===== config.mk =====
export PLATFORM = sky130hd
export DESIGN_NAME = edge_event_arbiter_flat
export DESIGN_NICKNAME = d
export VERILOG_FILES = /design/src/rtl/edge_event_arbiter_pkg.sv /design/src/rtl/edge_event_arbiter_if.sv /design/src/rtl/edge_event_arbiter_edge_detect.sv /design/src/rtl/edge_event_arbiter.sv /design/src/flat_wrapper.sv
export SDC_FILE = /design/constraint.sdc
export NUM_CORES = 1
export LEC_CHECK = 0
export ABC_AREA = 1
export BUFFER_PORTS_ARGS = -buffer_cell sky130_fd_sc_hd__clkbuf_2
export CAP_MARGIN = 20
export CELL_PAD_IN_SITES_DETAIL_PLACEMENT = 1
export CELL_PAD_IN_SITES_GLOBAL_PLACEMENT = 1
export CORE_ASPECT_RATIO = 0.5
export CORE_MARGIN = 10
export CORE_UTILIZATION = 25
export CTS_CLUSTER_DIAMETER = 50
export DETAILED_ROUTE_END_ITERATION = 8
export PLACE_DENSITY = 0.55
export SYNTH_ARGS = -nofsm -noshare
export SYNTH_HDL_FRONTEND = slang
export SYNTH_SLANG_ARGS = --single-unit

===== constraint.sdc =====
create_clock -name clk -period 4.1 [get_ports clk]
set_input_delay 0.82 -clock clk [delete_from_list [all_inputs] [get_ports clk]]
set_output_delay 0.82 -clock clk [all_outputs]
set_load 0.05 [all_outputs]

===== src/rtl/edge_event_arbiter_pkg.sv =====
// Shared types, reset constants and width helper for the edge event arbiter.
package edge_event_arbiter_pkg;

  typedef enum logic {
    IDLE  = 1'b0,
    GRANT = 1'b1
  } state_t;

  localparam state_t STATE_RST = IDLE;
  localparam int     PTR_RST   = 0;

  function automatic int clog2(input int v);
    int r;
    r = 0;
    for (int i = 0; i < 31; i++) begin
      if ((1 << i) < v) r = i + 1;
    end
    return r;
  endfunction

endpackage


===== src/rtl/edge_event_arbiter_if.sv =====
// Event-arbiter port bundle; master is the arbiter side, slave is the driver/consumer side.
interface edge_event_arbiter_if
  import edge_event_arbiter_pkg::*;
#(
  parameter int N = 4
);
  localparam int IDW = clog2(N);

  logic [N-1:0]   entrada;
  logic [N-1:0]   enable;
  logic [N-1:0]   ovf_clr;
  logic           out_ready;
  logic           out_valid;
  logic [IDW-1:0] out_id;
  logic [N-1:0]   pending;
  logic [N-1:0]   overflow;

  modport master (
    input  entrada, enable, ovf_clr, out_ready,
    output out_valid, out_id, pending, overflow
  );

  modport slave (
    output entrada, enable, ovf_clr, out_ready,
    input  out_valid, out_id, pending, overflow
  );

endinterface


===== src/rtl/edge_event_arbiter_edge_detect.sv =====
// Per-bit rising-edge detector; rise is combinational against the registered previous level.
// prev clears on reset, so a level held high through reset release reads as one edge.
module edge_detect_n #(
  parameter int N = 4
) (
  input  logic         clk,
  input  logic         rst,
  input  logic [N-1:0] din,
  output logic [N-1:0] rise
);

  logic [N-1:0] prev;

  always_ff @(posedge clk) begin
    if (rst) prev <= '0;
    else     prev <= din;
  end

  assign rise = din & ~prev;

endmodule


===== src/rtl/edge_event_arbiter.sv =====
// Latches enabled rising edges as sticky pending events and serves them round-robin over valid/ready.
// Rise to out_valid is 2 cycles; out_valid/out_id hold until handshake, one IDLE cycle between grants.
module edge_event_arbiter
  import edge_event_arbiter_pkg::*;
#(
  parameter int N = 4
) (
  input  logic                clk,
  input  logic                rst,
  edge_event_arbiter_if.master ev
);

  localparam int IDW = clog2(N);

  state_t         state_q, state_d;
  logic [N-1:0]   rise, edg, clr_mask;
  logic [N-1:0]   pending_q, overflow_q;
  logic [IDW-1:0] rr_ptr_q, rr_ptr_d;
  logic [IDW-1:0] out_id_q, out_id_d;
  logic           out_valid_q, out_valid_d;
  logic           hs;

  edge_detect_n #(.N(N)) u_edge (
    .clk  (clk),
    .rst  (rst),
    .din  (ev.entrada),
    .rise (rise)
  );

  function automatic logic [IDW-1:0] rr_pick(input logic [N-1:0] req, input logic [IDW-1:0] ptr);
    logic [IDW-1:0] pick;
    logic           found;
    int             idx;
    pick  = ptr;
    found = 1'b0;
    for (int k = 0; k < N; k++) begin
      idx = (int'(ptr) + k) % N;
      if (!found && req[idx]) begin
        pick  = IDW'(idx);
        found = 1'b1;
      end
    end
    return pick;
  endfunction

  assign edg = rise & ev.enable;
  assign hs  = out_valid_q & ev.out_ready;

  always_comb begin
    clr_mask = '0;
    for (int i = 0; i < N; i++) begin
      clr_mask[i] = hs && (int'(out_id_q) == i);
    end
  end

  always_comb begin
    state_d     = state_q;
    rr_ptr_d    = rr_ptr_q;
    out_id_d    = out_id_q;
    out_valid_d = out_valid_q;
    case (state_q)
      IDLE: begin
        out_valid_d = 1'b0;
        if (|pending_q) begin
          out_id_d    = rr_pick(pending_q, rr_ptr_q);
          out_valid_d = 1'b1;
          state_d     = GRANT;
        end
      end
      GRANT: begin
        out_valid_d = 1'b1;
        if (hs) begin
          rr_ptr_d    = (int'(out_id_q) == N - 1) ? '0 : out_id_q + 1'b1;
          out_valid_d = 1'b0;
          state_d     = IDLE;
        end
      end
      default: state_d = IDLE;
    endcase
  end

  // A handshake clear and a same-cycle edge on that channel combine into "still pending", no overflow.
  always_ff @(posedge clk) begin
    if (rst) begin
      state_q     <= STATE_RST;
      rr_ptr_q    <= IDW'(PTR_RST);
      out_id_q    <= '0;
      out_valid_q <= 1'b0;
      pending_q   <= '0;
      overflow_q  <= '0;
    end else begin
      state_q     <= state_d;
      rr_ptr_q    <= rr_ptr_d;
      out_id_q    <= out_id_d;
      out_valid_q <= out_valid_d;
      pending_q   <= (pending_q & ~clr_mask) | edg;
      overflow_q  <= (overflow_q & ~ev.ovf_clr) | (edg & pending_q & ~clr_mask);
    end
  end

  assign ev.out_valid = out_valid_q;
  assign ev.out_id    = out_id_q;
  assign ev.pending   = pending_q;
  assign ev.overflow  = overflow_q;

endmodule

===== src/flat_wrapper.sv =====
// flat-port wrapper written by rule: the top's interface ports become plain ports
module edge_event_arbiter_flat import edge_event_arbiter_pkg::*;
#(
  parameter int N = 4
)
  (clk, rst, ev_entrada, ev_enable, ev_ovf_clr, ev_out_ready, ev_out_valid, ev_out_id, ev_pending, ev_overflow);
  edge_event_arbiter_if #(.N(N)) ev_i ();
  input  logic clk;
  input  logic rst;
  input wire logic [$bits(ev_i.entrada)-1:0] ev_entrada;
  input wire logic [$bits(ev_i.enable)-1:0] ev_enable;
  input wire logic [$bits(ev_i.ovf_clr)-1:0] ev_ovf_clr;
  input wire logic [$bits(ev_i.out_ready)-1:0] ev_out_ready;
  output wire logic [$bits(ev_i.out_valid)-1:0] ev_out_valid;
  output wire logic [$bits(ev_i.out_id)-1:0] ev_out_id;
  output wire logic [$bits(ev_i.pending)-1:0] ev_pending;
  output wire logic [$bits(ev_i.overflow)-1:0] ev_overflow;
  assign ev_i.entrada = ev_entrada;
  assign ev_i.enable = ev_enable;
  assign ev_i.ovf_clr = ev_ovf_clr;
  assign ev_i.out_ready = ev_out_ready;
  assign ev_out_valid = ev_i.out_valid;
  assign ev_out_id = ev_i.out_id;
  assign ev_pending = ev_i.pending;
  assign ev_overflow = ev_i.overflow;
  edge_event_arbiter #(.N(N)) u_core (.clk(clk), .rst(rst), .ev(ev_i));
endmodule

== Word-level counts from Yosys, hierarchy flattened ==
Cells that the tools add are included.
Cells by class
  $lt $le $gt $ge: 4
  reduce and logical (&&, ||, !) cells: 17
  bitwise operators: 16
  $add $sub $neg: 4
  equality and inequality tests: 3
  mux-type cells: 27
Operators with widths (count)
  4-bit bitwise AND: 6
  1-bit 2-to-1 mux: 18
  3-bit by 4-bit less-than comparator with 1-bit output, second input constant: 3
  4-bit NOT: 3
  1-bit binary-select mux with 2-bit select: 4
  2-bit 2-to-1 mux: 4
  4-bit OR: 2
  1-bit logical AND: 7
  2-bit OR reduction: 3
  2-bit by 1-bit adder with 2-bit output, second input constant: 2
  2-bit adder, second input constant: 2
  2-bit == test, second input constant: 2
  2-bit AND reduction: 2
  4-bit OR reduction: 1
  1-bit bitwise AND, first input constant: 3
  1-bit logical NOT: 3
  2-bit by 3-bit less-than comparator with 1-bit output, second input constant: 1
  2-bit by 1-bit == test with 1-bit output, second input constant: 1
  2-bit logical NOT: 1
  1-bit case mux with 2 select lines: 1
  1-bit bitwise AND: 1
  1-bit NOT: 1
Word-level totals
  flip-flop bits (word level): 17
  input port bits: 15

== Longest topological paths before layout ==
  depth in word-level cells: 18
  mapped depth: 12
  mapped depth without buffers: 12

== Modules after synthesis ==
Synthesis repeated with hierarchy kept, for this count alone.
Unflattened totals
  cells, all modules: 135
  area, all modules: 964.7 um^2
By module, submodules not included
  edge_event_arbiter: cells each 119, seq. area each 260.2 um^2, area each 839.6 um^2, times used 1
  edge_detect_n: cells each 16, seq. area each 80.1 um^2, area each 125.1 um^2, times used 1

== Worst setup path after synthesis ==
OpenSTA, ideal clock, no wires.
  path type: register to register
  start: register u_core.pending_q[2] (netlist: u_core.ev.pending[2])
  end: register u_core.out_id_q[0] (netlist: u_core.ev.out_id[0])
  clock period less this slack: 1.553 ns
  arrival: 1.444 ns
  required time: 3.991 ns
  path slack: 2.547 ns
  path buffers: 0
  stages on the path, launching flop included: 11
  path through: dfxtp_1 nand2_1 nand2_2 nand2_4 nand2_4 nand2_2 xor2_1 nand2_1 nand3_1 nand2_1 inv_1
Between the ends
  cells in the longest elaborated chain, start to end: 18
  elaborated cells between the ends (all ways): 31
  classes of those cells: 23 x mux; 8 x reduce/logical
RTL lines
  start, declared: line edge_event_arbiter.sv:17  | logic [N-1:0] pending_q, overflow_q;
  start signal, assigned: line edge_event_arbiter.sv:96  | pending_q <= (pending_q & ~clr_mask) | edg;
  1-bit binary-select mux with 2-bit select: line edge_event_arbiter.sv:38  | if (!found && req[idx]) begin
  1-bit 2-to-1 mux (implied by the code): line edge_event_arbiter.sv:38
  1-bit 2-to-1 mux: line edge_event_arbiter.sv:38
  1-bit 2-to-1 mux: line edge_event_arbiter.sv:64  | if (|pending_q) begin
  1-bit 2-to-1 mux: line edge_event_arbiter.sv:61  | case (state_q)
  1-bit logical NOT: line edge_event_arbiter.sv:38
  1-bit logical AND: line edge_event_arbiter.sv:38
  1-bit 2-to-1 mux: line edge_event_arbiter.sv:38
  (+2 left out)
  1-bit logical NOT: line edge_event_arbiter.sv:38
  1-bit logical AND: line edge_event_arbiter.sv:38
  1-bit 2-to-1 mux: line edge_event_arbiter.sv:38
  1-bit 2-to-1 mux: line edge_event_arbiter.sv:64
  1-bit 2-to-1 mux: line edge_event_arbiter.sv:61
  1-bit logical NOT: line edge_event_arbiter.sv:38
  1-bit logical AND: line edge_event_arbiter.sv:38
  2-bit 2-to-1 mux: line edge_event_arbiter.sv:38
  end signal, assigned: line edge_event_arbiter.sv:94  | out_id_q <= out_id_d;
  end, declared: line edge_event_arbiter.sv:19  | logic [IDW-1:0] out_id_q, out_id_d;
Parallel ways exist; a longest one is shown, timed or not. The select of a mux whose other input is x is not followed.
A chain may end at the register's enable or synchronous reset.

== Worst setup path in the final report ==
  start: register u_core.pending_q[1] (netlist: u_core.ev.pending[1])
  end: output ev_pending[1]
RTL lines
  end, declared: line flat_wrapper.sv:16  | output wire logic [$bits(ev_i.pending)-1:0] ev_pending;
No word-level cell between the ends.

==> results.md <==
- Run status: finished, final reports clean
- Worst Skew: 0.00501 ns
- Die height: 63.8 µm
- WHS Endpoint: u_core.ev.overflow[0]$_SDFF_PP0_
- Hold path start: u_core.ev.overflow[0]$_SDFF_PP0_
- Root Driver: clkbuf_8
- Worst skew pair latency: 0.25 ns
- PnR worst setup slack: 2.28 ns
- CTS tree: done
- Power Density: 387 mW/mm²
- DRT Wirelength: 2360 µm
- First-pass iteration count of the detailed router: 3
- Yosys synthesis warning count: 0
- Finished Layout Cells: 215
- I/O Buffers: 25
- Layout area overhead: 24.0%
- Nets: 184
- Tcrit/Tclk final: 44.4%
- First-iteration detailed-routing DRC count: 30
- Worst setup path class: flip-flop to output port
- Dpl ws: 2.46 ns
- Unrepaired setup endpoints after global routing: false
- Fmax: 0.550 GHz
- CP Capture Type: output port
- Critical path's top delay family: flip-flops
- Crit-path cells: clkbuf_2
- GR Overflow Total: 0
- H-tree depth: 1
- Max Cap Viol: 0
- Critical Path Max Stage Delay: 0.43 ns
- Starting Density: 26.9%
- Layout cell share with drive strength beyond 1: 28.7%
- Total Routing Usage GR: 6.86%
- Worst-Margin Slew: 0.356 ns
- Die ar.: 0.00686 mm²
- Placer Congestion: 0.748
- Post-layout min period: 1.82 ns
- Row count: 15
- Die X-Extent: 108 µm
- # resized after CTS: 0
- Total Neg Setup Slack: 0 ns
- Most frequent cells in the layout: nand2_1 (32), clkbuf_2 (25), inv_1 (20)
- Vias in the first global route: 893
- Unique masters post-synth: 20
- Post-synthesis sequential area ratio: 35.5%
- RR Endpoint: u_core.ev.out_id[1]$_SDFFE_PP0P_
- First-pass GRT wire length: 3960 µm
- Worst hold path class: flip-flop to flip-flop
- Critical path fanouts, max: 5
- Syn Inst Count: 137
- Design area: 0.00119 mm²
- Most common cell after layout, fill and taps aside: nand2_1
- Net Count, Synth: 156
- Core Box Area: 0.00357 mm²
- Endpoints failing hold: 0
- Via count: 884
- VDD IR max: 0.000105 V
- WL/cell: 11.0 µm
- Synthesized area per cell: 7.00 µm²
- Avg Vias per Cell: 4.11
- CP Launch Type: flip-flop
- P_leak: 0.607 nW
- Worst-case clock buffer depth: 2
- Worst hold path depth: 2
- Post-DP HPWL: 1970 µm
- Clock slew at reported path FFs: 0.07 ns
- Placed Instance Area: 0.00114 mm²
- Reg2Reg Setup Slack: 2.61 ns
- Netlist Area Pre-Place: 958 µm²
- Largest net degree at the start of global routing: 18
- # setup viols final: 0
- DRC Markers: 0
- CP required: 3.28 ns
- Buf+Inv Stages, Crit Path: 1
- Slew HR: 76.3%
- Slowest cell on the critical path: dfxtp_1
- N_diodes: 0
- Clock buffer count from CTS: 3
- IO Pins: 26
- Post-CTS Setup Bufs: 0
- Reg2reg start: u_core.rr_ptr_q[1]$_SDFFE_PP0P_
- Reg2reg path depth: 11
- Worst Path Arrival: 1.00 ns
- FILL cells: 473
- Total clock sinks: 17
- Initial antenna violation count: 0
- Yosys reg bits: 17
- Antenna viol nets, final: 0
- Placed cells: 211
- Final count of pins violating max slew: 0
- Cts hold-fix bufs: 0
## layer usage
| layer | wire length (µm) | global-route usage [%] | vias to the layer above | share of wire (%) |
|---|---|---|---|---|
| met2 | 1020 | 10.8 | 15 | 43 |
| met3 | 90 | 2.50 | 2 | 3.8 |
| li1 | - | - | 479 | - |
| met5 | 0 | 0 | - | 0 |
| met1 | 1230 | 8.72 | 388 | 52 |
| met4 | 16 | 1.49 | 0 | 0.68 |
## cells in the mapped netlist, drive strengths merged
| master | n | share of area, % |
|---|---|---|
| ha | 4 | 5.2 |
| nand2 | 44 | 22 |
| nor2 | 15 | 7.6 |
| nor4 | 1 | 0.65 |
| a2bb2oi | 4 | 3.7 |
| a211oi | 2 | 1.6 |
| nand3 | 13 | 6.8 |
| inv | 24 | 9.7 |
| o21ai | 1 | 0.52 |
| a21oi | 8 | 4.6 |
| or2 | 1 | 0.65 |
| clkbuf | 2 | 0.78 |
| dfxtp | 17 | 36 |
| xor2 | 1 | 0.91 |
## sequential cells by signal, indices dropped and copies added, names as in the netlist
register,count
u_core.ev.out_id,2
u_core.ev.overflow,4
u_core.ev.pending,4
u_core.rr_ptr_q,2
u_core.state_q,1
u_core.u_edge.prev,4
## metrics by stage
stage	total power, mW	hold WS [ns]	utilization [%]
after floorplan	0.302	0.475	-
after global placement	0.337	0.477	32.0
after detailed placement	0.337	0.486	32.0
after CTS	0.470	0.505	33.3
after global routing	0.493	0.547	33.3
final	0.460	0.494	33.3
## power breakdown
part / total (mW) / switching (mW) / leakage [nW] / internal [mW]
combinational: 0.139 / 0.0937 / 0.445 / 0.0455
sequential: 0.192 / 0.0147 / 0.140 / 0.177
clock: 0.129 / 0.0607 / 0.0217 / 0.0684
total: 0.460 / 0.169 / 0.607 / 0.291
## area by class of cell
| class | instances | area (µm²) | area share, % |
|---|---|---|---|
| Multi-Input combinational cell | 94 | 518 | 43.6 |
| Sequential cell | 17 | 340 | 28.6 |
| Timing Repair Buffer | 25 | 125 | 10.5 |
| Inverter | 24 | 92.6 | 7.79 |
| Tap cell | 51 | 63.8 | 5.37 |
| Clock buffer | 3 | 41.3 | 3.47 |
| Clock inverter | 1 | 7.51 | 0.632 |
## cells by family after synthesis
kind of cell / share of synthesized area, %
xor+xnor: 0.914
fa+ha+maj: 5.22
simple gates: 37.6
compound gates: 10.3
flops: 35.5
buf+inv: 10.4
## worst max path at each step
stage | start | to | slack (ns) | cells after the start
floorplan | u_core.ev.pending[2]$_SDFF_PP0_ | u_core.ev.out_id[0]$_SDFFE_PP0P_ | 2.55 | 10
global placement | ev_out_ready | u_core.ev.overflow[3]$_SDFF_PP0_ | 2.50 | 5
detailed placement | ev_out_ready | u_core.ev.overflow[3]$_SDFF_PP0_ | 2.46 | 5
CTS | u_core.ev.pending[2]$_SDFF_PP0_ | ev_pending[2] | 2.27 | 1
global route | u_core.state_q$_SDFF_PP0_ | ev_out_valid | 2.20 | 1
finish | u_core.ev.pending[1]$_SDFF_PP0_ | ev_pending[1] | 2.28 | 1
Power figures use the tool's default switching activity.
